==> config.mk <==
export PLATFORM = sky130hd
export DESIGN_NAME = fetch_controller_flat
export DESIGN_NICKNAME = d
export VERILOG_FILES = /design/src/rtl/fetch_controller_pkg.sv /design/src/rtl/fetch_controller_if.sv /design/src/rtl/fetch_pc_next.sv /design/src/rtl/fetch_controller.sv /design/src/flat_wrapper.sv
export SDC_FILE = /design/constraint.sdc
export NUM_CORES = 1
export LEC_CHECK = 0
export ABC_AREA = 1
export CAP_MARGIN = 20
export CORE_MARGIN = 2
export CORE_UTILIZATION = 45
export CTS_CLUSTER_SIZE = 24
export DETAILED_ROUTE_END_ITERATION = 16
export PLACE_DENSITY = 0.84
export SLEW_MARGIN = 25
export SYNTH_ARGS = -nofsm -noshare
export SYNTH_HDL_FRONTEND = slang
export SYNTH_SLANG_ARGS = --single-unit
==> constraint.sdc <==
create_clock -name clk -period 3.1 [get_ports clk]
set_clock_uncertainty 0.1 [all_clocks]
set_input_delay 0.31 -clock clk [delete_from_list [all_inputs] [get_ports clk]]
set_output_delay 0.31 -clock clk [all_outputs]
set_load 0.02 [all_outputs]
==> src/rtl/fetch_controller_pkg.sv <==
// Shared definitions for the fetch controller: FSM state encoding,
// word size and the default instruction memory size.
package fetch_controller_pkg;

  typedef enum logic [1:0] {
    S_IDLE  = 2'd0,
    S_RUN   = 2'd1,
    S_DONE  = 2'd2,
    S_ERROR = 2'd3
  } fetch_state_e;

  localparam int WORD_BYTES         = 4;
  localparam int IMEM_BYTES_DEFAULT = 84;

  // A redirect target is usable only if it is word aligned and addresses
  // an instruction that lies completely inside the instruction memory.
  function automatic logic target_ok(input logic [31:0] target,
                                     input logic [31:0] imem_bytes);
    return (target[1:0] == 2'b00) &&
           (target <= imem_bytes - 32'(WORD_BYTES));
  endfunction

endpackage

==> src/rtl/fetch_controller_if.sv <==
// Control and status bundle between a sequencer (master) and the
// fetch controller (slave).
interface fetch_controller_if;

  logic        start;
  logic        stall;
  logic        branch_taken;
  logic [31:0] branch_target;
  logic        jump;
  logic [31:0] jump_target;
  logic [31:0] pc;
  logic [31:0] pc_plus4;
  logic        fetch_valid;
  logic        done;
  logic        err;
  logic [31:0] instr_count;

  modport master (
    output start, stall, branch_taken, branch_target, jump, jump_target,
    input  pc, pc_plus4, fetch_valid, done, err, instr_count
  );

  modport slave (
    input  start, stall, branch_taken, branch_target, jump, jump_target,
    output pc, pc_plus4, fetch_valid, done, err, instr_count
  );

endinterface

==> src/rtl/fetch_pc_next.sv <==
// Combinational next-PC selection with redirect target checking.
// Priority: stall (hold) > jump > branch_taken > sequential pc+4.
module fetch_pc_next
  import fetch_controller_pkg::*;
#(
  parameter int IMEM_BYTES = IMEM_BYTES_DEFAULT
) (
  input  logic [31:0] pc,
  input  logic        stall,
  input  logic        jump,
  input  logic [31:0] jump_target,
  input  logic        branch_taken,
  input  logic [31:0] branch_target,
  output logic [31:0] next_pc,
  output logic [31:0] pc_plus4,
  output logic        bad_target,
  output logic        seq_end
);

  logic        redirect;
  logic [31:0] target;

  // Pick the redirect source, flag bad targets and detect the end of memory
  always_comb begin
    pc_plus4   = pc + 32'(WORD_BYTES);
    redirect   = 1'b0;
    target     = pc_plus4;
    next_pc    = pc;
    bad_target = 1'b0;
    seq_end    = 1'b0;
    if (!stall) begin
      if (jump) begin
        redirect = 1'b1;
        target   = jump_target;
      end else if (branch_taken) begin
        redirect = 1'b1;
        target   = branch_target;
      end
      if (redirect) begin
        bad_target = !target_ok(target, 32'(IMEM_BYTES));
        next_pc    = bad_target ? pc : target;
      end else if (pc_plus4 >= 32'(IMEM_BYTES)) begin
        seq_end = 1'b1;
        next_pc = pc;
      end else begin
        next_pc = pc_plus4;
      end
    end
  end

endmodule

==> src/rtl/fetch_controller.sv <==
// Instruction fetch controller: walks the PC through instruction memory,
// follows jumps and taken branches, counts retired fetches and stops in
// DONE at the end of memory or in ERROR on a bad redirect target.
module fetch_controller
  import fetch_controller_pkg::*;
#(
  parameter int          IMEM_BYTES = IMEM_BYTES_DEFAULT,
  parameter logic [31:0] RESET_PC   = 32'd0
) (
  input logic               clk,
  input logic               rst,
  fetch_controller_if.slave bus
);

  fetch_state_e state_q, state_n;
  logic [31:0]  pc_q, pc_n;
  logic [31:0]  count_q, count_n;
  logic [31:0]  next_pc;
  logic [31:0]  pc_plus4;
  logic         bad_target;
  logic         seq_end;

  fetch_pc_next #(
    .IMEM_BYTES (IMEM_BYTES)
  ) u_pc_next (
    .pc            (pc_q),
    .stall         (bus.stall),
    .jump          (bus.jump),
    .jump_target   (bus.jump_target),
    .branch_taken  (bus.branch_taken),
    .branch_target (bus.branch_target),
    .next_pc       (next_pc),
    .pc_plus4      (pc_plus4),
    .bad_target    (bad_target),
    .seq_end       (seq_end)
  );

  // State, PC and retirement counter registers with synchronous reset
  always_ff @(posedge clk) begin
    if (rst) begin
      state_q <= S_IDLE;
      pc_q    <= RESET_PC;
      count_q <= 32'd0;
    end else begin
      state_q <= state_n;
      pc_q    <= pc_n;
      count_q <= count_n;
    end
  end

  // Next-state logic: start (re)launches from any idle-like state, RUN retires
  always_comb begin
    state_n = state_q;
    pc_n    = pc_q;
    count_n = count_q;
    case (state_q)
      S_IDLE, S_DONE, S_ERROR: begin
        if (bus.start) begin
          state_n = S_RUN;
          pc_n    = RESET_PC;
          count_n = 32'd0;
        end
      end
      S_RUN: begin
        if (!bus.stall) begin
          count_n = count_q + 32'd1;
          pc_n    = next_pc;
          if (bad_target) begin
            state_n = S_ERROR;
          end else if (seq_end) begin
            state_n = S_DONE;
          end
        end
      end
      default: begin
        state_n = S_IDLE;
        pc_n    = RESET_PC;
        count_n = 32'd0;
      end
    endcase
  end

  assign bus.pc          = pc_q;
  assign bus.pc_plus4    = pc_plus4;
  assign bus.instr_count = count_q;
  assign bus.fetch_valid = (state_q == S_RUN);
  assign bus.done        = (state_q == S_DONE);
  assign bus.err         = (state_q == S_ERROR);

endmodule

==> src/flat_wrapper.sv <==
// flat-port wrapper written by rule: the top's interface ports become plain ports
module fetch_controller_flat import fetch_controller_pkg::*;
#(
  parameter int          IMEM_BYTES = IMEM_BYTES_DEFAULT,
  parameter logic [31:0] RESET_PC   = 32'd0
)
  (clk, rst, bus_start, bus_stall, bus_branch_taken, bus_branch_target, bus_jump, bus_jump_target, bus_pc, bus_pc_plus4, bus_fetch_valid, bus_done, bus_err, bus_instr_count);
  fetch_controller_if bus_i ();
  input logic clk;
  input logic rst;
  input wire logic [$bits(bus_i.start)-1:0] bus_start;
  input wire logic [$bits(bus_i.stall)-1:0] bus_stall;
  input wire logic [$bits(bus_i.branch_taken)-1:0] bus_branch_taken;
  input wire logic [$bits(bus_i.branch_target)-1:0] bus_branch_target;
  input wire logic [$bits(bus_i.jump)-1:0] bus_jump;
  input wire logic [$bits(bus_i.jump_target)-1:0] bus_jump_target;
  output wire logic [$bits(bus_i.pc)-1:0] bus_pc;
  output wire logic [$bits(bus_i.pc_plus4)-1:0] bus_pc_plus4;
  output wire logic [$bits(bus_i.fetch_valid)-1:0] bus_fetch_valid;
  output wire logic [$bits(bus_i.done)-1:0] bus_done;
  output wire logic [$bits(bus_i.err)-1:0] bus_err;
  output wire logic [$bits(bus_i.instr_count)-1:0] bus_instr_count;
  assign bus_i.start = bus_start;
  assign bus_i.stall = bus_stall;
  assign bus_i.branch_taken = bus_branch_taken;
  assign bus_i.branch_target = bus_branch_target;
  assign bus_i.jump = bus_jump;
  assign bus_i.jump_target = bus_jump_target;
  assign bus_pc = bus_i.pc;
  assign bus_pc_plus4 = bus_i.pc_plus4;
  assign bus_fetch_valid = bus_i.fetch_valid;
  assign bus_done = bus_i.done;
  assign bus_err = bus_i.err;
  assign bus_instr_count = bus_i.instr_count;
  fetch_controller #(.IMEM_BYTES(IMEM_BYTES), .RESET_PC(RESET_PC)) u_core (.clk(clk), .rst(rst), .bus(bus_i));
endmodule
==> run_results.csv <==
group,metric,value,unit
floorplan,core_region_area,9684,um2
sta,min_period,2928,ps
synth,top_area_cells_in_the_synthesized_netlist,"dfxtp_1 (30%), nand2_1 (18%), inv_1 (9.5%)",
setup_path,critical_path_peak_fanout,5,
power,leakage,2.696,nW
layout,antenna_cells_inserted,0,
sta,timing.final.crit_share,0.9445,
status,outcome,"finished clean",
synth,syn_nets,814,
global_route,groute.usage.overall,0.2645,
global_route,largest_net_degree_at_the_start_of_global_routing,35,
detailed_routing,dr.pass1.iters,5,
detailed_routing,routed_wire_length,14470,um
detailed_routing,post_drt_via_cell_ratio,5.078,
synth,yosys.cell_count.top_type,"nand2_1",
synth,yosys_warnings,0,
global_route,number_of_global_route_vias_before_repair,4907,
power,clock_power_share,0.404,
synth,ys_types,42,
clock_tree,clock-sinks,66,
synth,synth_top_family_by_area,"simple AND/OR/NAND/NOR gates",
sta,max-slew-margin-rel,0.6774,
detailed_routing,dr.first_iter.drc_count,309,
sta,setup-violations-final,0,
layout,area.growth.synth_to_final,47.46,%
detailed_routing,antenna_violating_nets_remaining,0,
layout,drive_above_1_share,0.06972,
clock_tree,cts_htree_levels,3,
floorplan,die_height,103.6,um
sta,max_freq,341.5,MHz
power,power_switching,0.5609,mW
floorplan,floorplan.die.width,103.6,um
layout,seqCellArea,1324,um2
synth,synth_xor_area_frac,0.009818,
clock_tree,cts_tree,"done",
synth,synth_top_cell_by_area,"dfxtp_1",
power,pwr_density_cell,314.6,nW/um2
setup_path,critPathArrivalTime,2520,ps
global_route,gr-total-overflow,0,
synth,yosys_register_bits,66,
power,ir_worst_vdd,0.3282,mV
synth,syn_area_per_cell,6.028,um2
clock_tree,cts-root-buf,"clkbuf_8",
synth,synth.mux.area_fraction,0,
detailed_routing,drcViolationCount,0,
power,pwr-share-seq,0.419,
synth,post_synth_instance_area,4461,um2
sta,rsz_0062_raised_after_global_routing,"false",
floorplan,initial_utilization,0.4606,
layout,num-nets-final,987,
place,place.port_buffers,168,
place,gpl.final_weighted_congestion,0.9347,
sta,hold_viol_final,0,
place,place_hpwl,11610,um
synth,synth_enable_flop_cells,0,
synth,synthesized_area_fraction_occupied_by_and_or_nand_nor_cells,0.4415,
run,max-cap-violations,0,
synth,synth-compound-area-share,0.1209,
setup_path,critical-path-slowest-cell,"clkdlybuf4s50_1",
global_route,initial_antenna_violation_count,0,
floorplan,design.die.area,10720,um2
clock_tree,clockBufferDepth,2,
synth,synthFlopType,"dfxtp_1",
power,power.combinational.fraction,0.178,
setup_path,criticalPathCategory,"reg -> out",
setup_path,cp_data_required_time,2690,ps
setup_path,r2r_slack,240,ps
hold_path,worst_hold_path_type,"reg -> reg",
sta,worst_pin_slew,483.3,ps
setup_path,worstPathCellList,"nand2_1, nor2_2, buf_4, nand3_1, o21ai_0, and2_1, clkdlybuf4s50_1",
setup_path,crit_path_end_kind,"primary output",
setup_path,crit_path_start_kind,"flop",
detailed_routing,num_vias,5337,
layout,postLayoutCoreUtil,0.6792,
layout,multi_input_comb_area,2624,um2
power,cellInternalPower,1.508,mW
synth,synthAdderAreaFrac,0.01122,
synth,synth_top_area_frac,0.2962,
synth,synthCells,740,
synth,synth_async_sr_flop_share,0,
power,netSwitchingFraction,0.2711,
floorplan,io_pins,169,
clock_tree,cts_made_buffers,9,
layout,num-fill-cells,881,
synth,share_of_the_yosys_chip_area_belonging_to_registers,0.2962,
floorplan,fp-row-count,36,
clock_tree,clock_slew_at_the_register_clock_pins_of_the_worst_setup_and_hold_paths,80,ps
clock_tree,worstSkewPairLatency,350,ps
setup_path,critical_path.max_stage_delay,620,ps
synth,netlist_top_cells_count,"nand2_1 (212), inv_1 (113), nor2_1 (78)",
sta,tns,0,ps
sta,final-max-slew-violation-count,0,
global_route,first_pass_grt_wire_length,23580,um
detailed_routing,post_drt_wl_per_cell,13.77,um
stage by stage:
stage | total power, mW | hold slack, ps | instances | setup WS [ps] | cell area [um2]
finish | 2.069 | 363.7 | 1051 | 172.1 | 6578
floorplan | 1.076 | 377.3 | 740 | 330.0 | 4461
global route | 2.152 | 380.7 | 1051 | 8.827 | 6578
global placement | 1.243 | 341.9 | 1035 | 177.0 | 6327
detailed placement | 1.245 | 343.7 | 1035 | 117.5 | 6327
CTS | 2.069 | 363.2 | 1051 | 76.12 | 6554
routing by layer:
metal,up-vias,global-route usage,part of all wire
met5,-,0,0
met2,196,0.4352,0.46
met1,2400,0.3419,0.43
met3,24,0.06356,0.082
li1,2717,-,-
met4,0,0.08687,0.019
placed cells by master (no fill, tap or decap), types with 2 or more instances in the layout:
cell             count
nor4_1               3
o21ai_1              2
nand4_1             10
ha_1                 4
o22ai_1             16
nand3_1             59
clkdlybuf4s50_1    167
clkbuf_8            10
inv_1              113
o21bai_1             2
or2_2                2
a22o_1               8
a211oi_1             2
nor3b_1              3
clkinvlp_4           2
nor2_2               4
nand2_2              8
a21oi_1             34
inv_2                5
nand3_4              2
nand3b_1             2
nand2_1            212
o21a_1               3
o21ai_0             24
and3_1               2
nor3_1              35
dfxtp_2              2
nor2_4               7
bufinv_16            2
nor2_1              77
dfxtp_1             64
nand2_8              2
buf_4               12
and2_1               3
xor2_1               4
power groups by stage:
stage	clock (mW)	combinational, mW	sequential [mW]
after CTS	0.841	0.362	0.866
after floorplan	0	0.185	0.891
after global routing	0.885	0.400	0.867
after detailed placement	0	0.360	0.885
final	0.835	0.368	0.866
after global placement	0	0.359	0.885
sequential cells by signal, indices dropped and copies added (netlist names):
signal                  count
u_core.bus.instr_count     32
u_core.bus.pc              32
u_core.state_q              2
final timing paths:
path                                            from                                      end  cells after the start
max                    u_core.bus.pc[7]$_SDFFE_PP0P_                         bus_pc_plus4[20]                      7
min reg2reg  u_core.bus.instr_count[31]$_SDFFE_PP0P_  u_core.bus.instr_count[31]$_SDFFE_PP0P_                      1
max reg2reg            u_core.bus.pc[2]$_SDFFE_PP0P_            u_core.bus.pc[0]$_SDFFE_PP0P_                     20
min          u_core.bus.instr_count[31]$_SDFFE_PP0P_  u_core.bus.instr_count[31]$_SDFFE_PP0P_                      1
critical path, delay by kind of cell, from the launching register on:
family	cells	cell delay [ps]
flops	1	420
simple gates	4	710
compound gates	1	260
buf+inv	2	770
area by class of cell:
| type | count | share of cell area |
|---|---|---|
| Multi-Input combinational cell | 537 | 0.3989 |
| Timing Repair Buffer | 181 | 0.2728 |
| Sequential cell | 66 | 0.2013 |
| Inverter | 118 | 0.06734 |
| Tap cell | 133 | 0.02530 |
| Clock buffer | 10 | 0.02092 |
| Clock inverter | 6 | 0.01351 |
repair_timing:
item                       in CTS  in global routing
hold buffers                    0                  0
hold endpoints to repair        0                  0
setup buffers                   0                  0
setup endpoints to repair       0                 25
resized for setup               0                  6
logic make-up after synthesis:
kind of cell / after synthesis
AO/OA/AOI/OAI: 93
AND/OR/NAND/NOR: 435
XOR/XNOR: 5
buffers and inverters: 137
flip-flops: 66
adder cells (fa/ha/maj): 4
(Power assumes the default switching activity.)
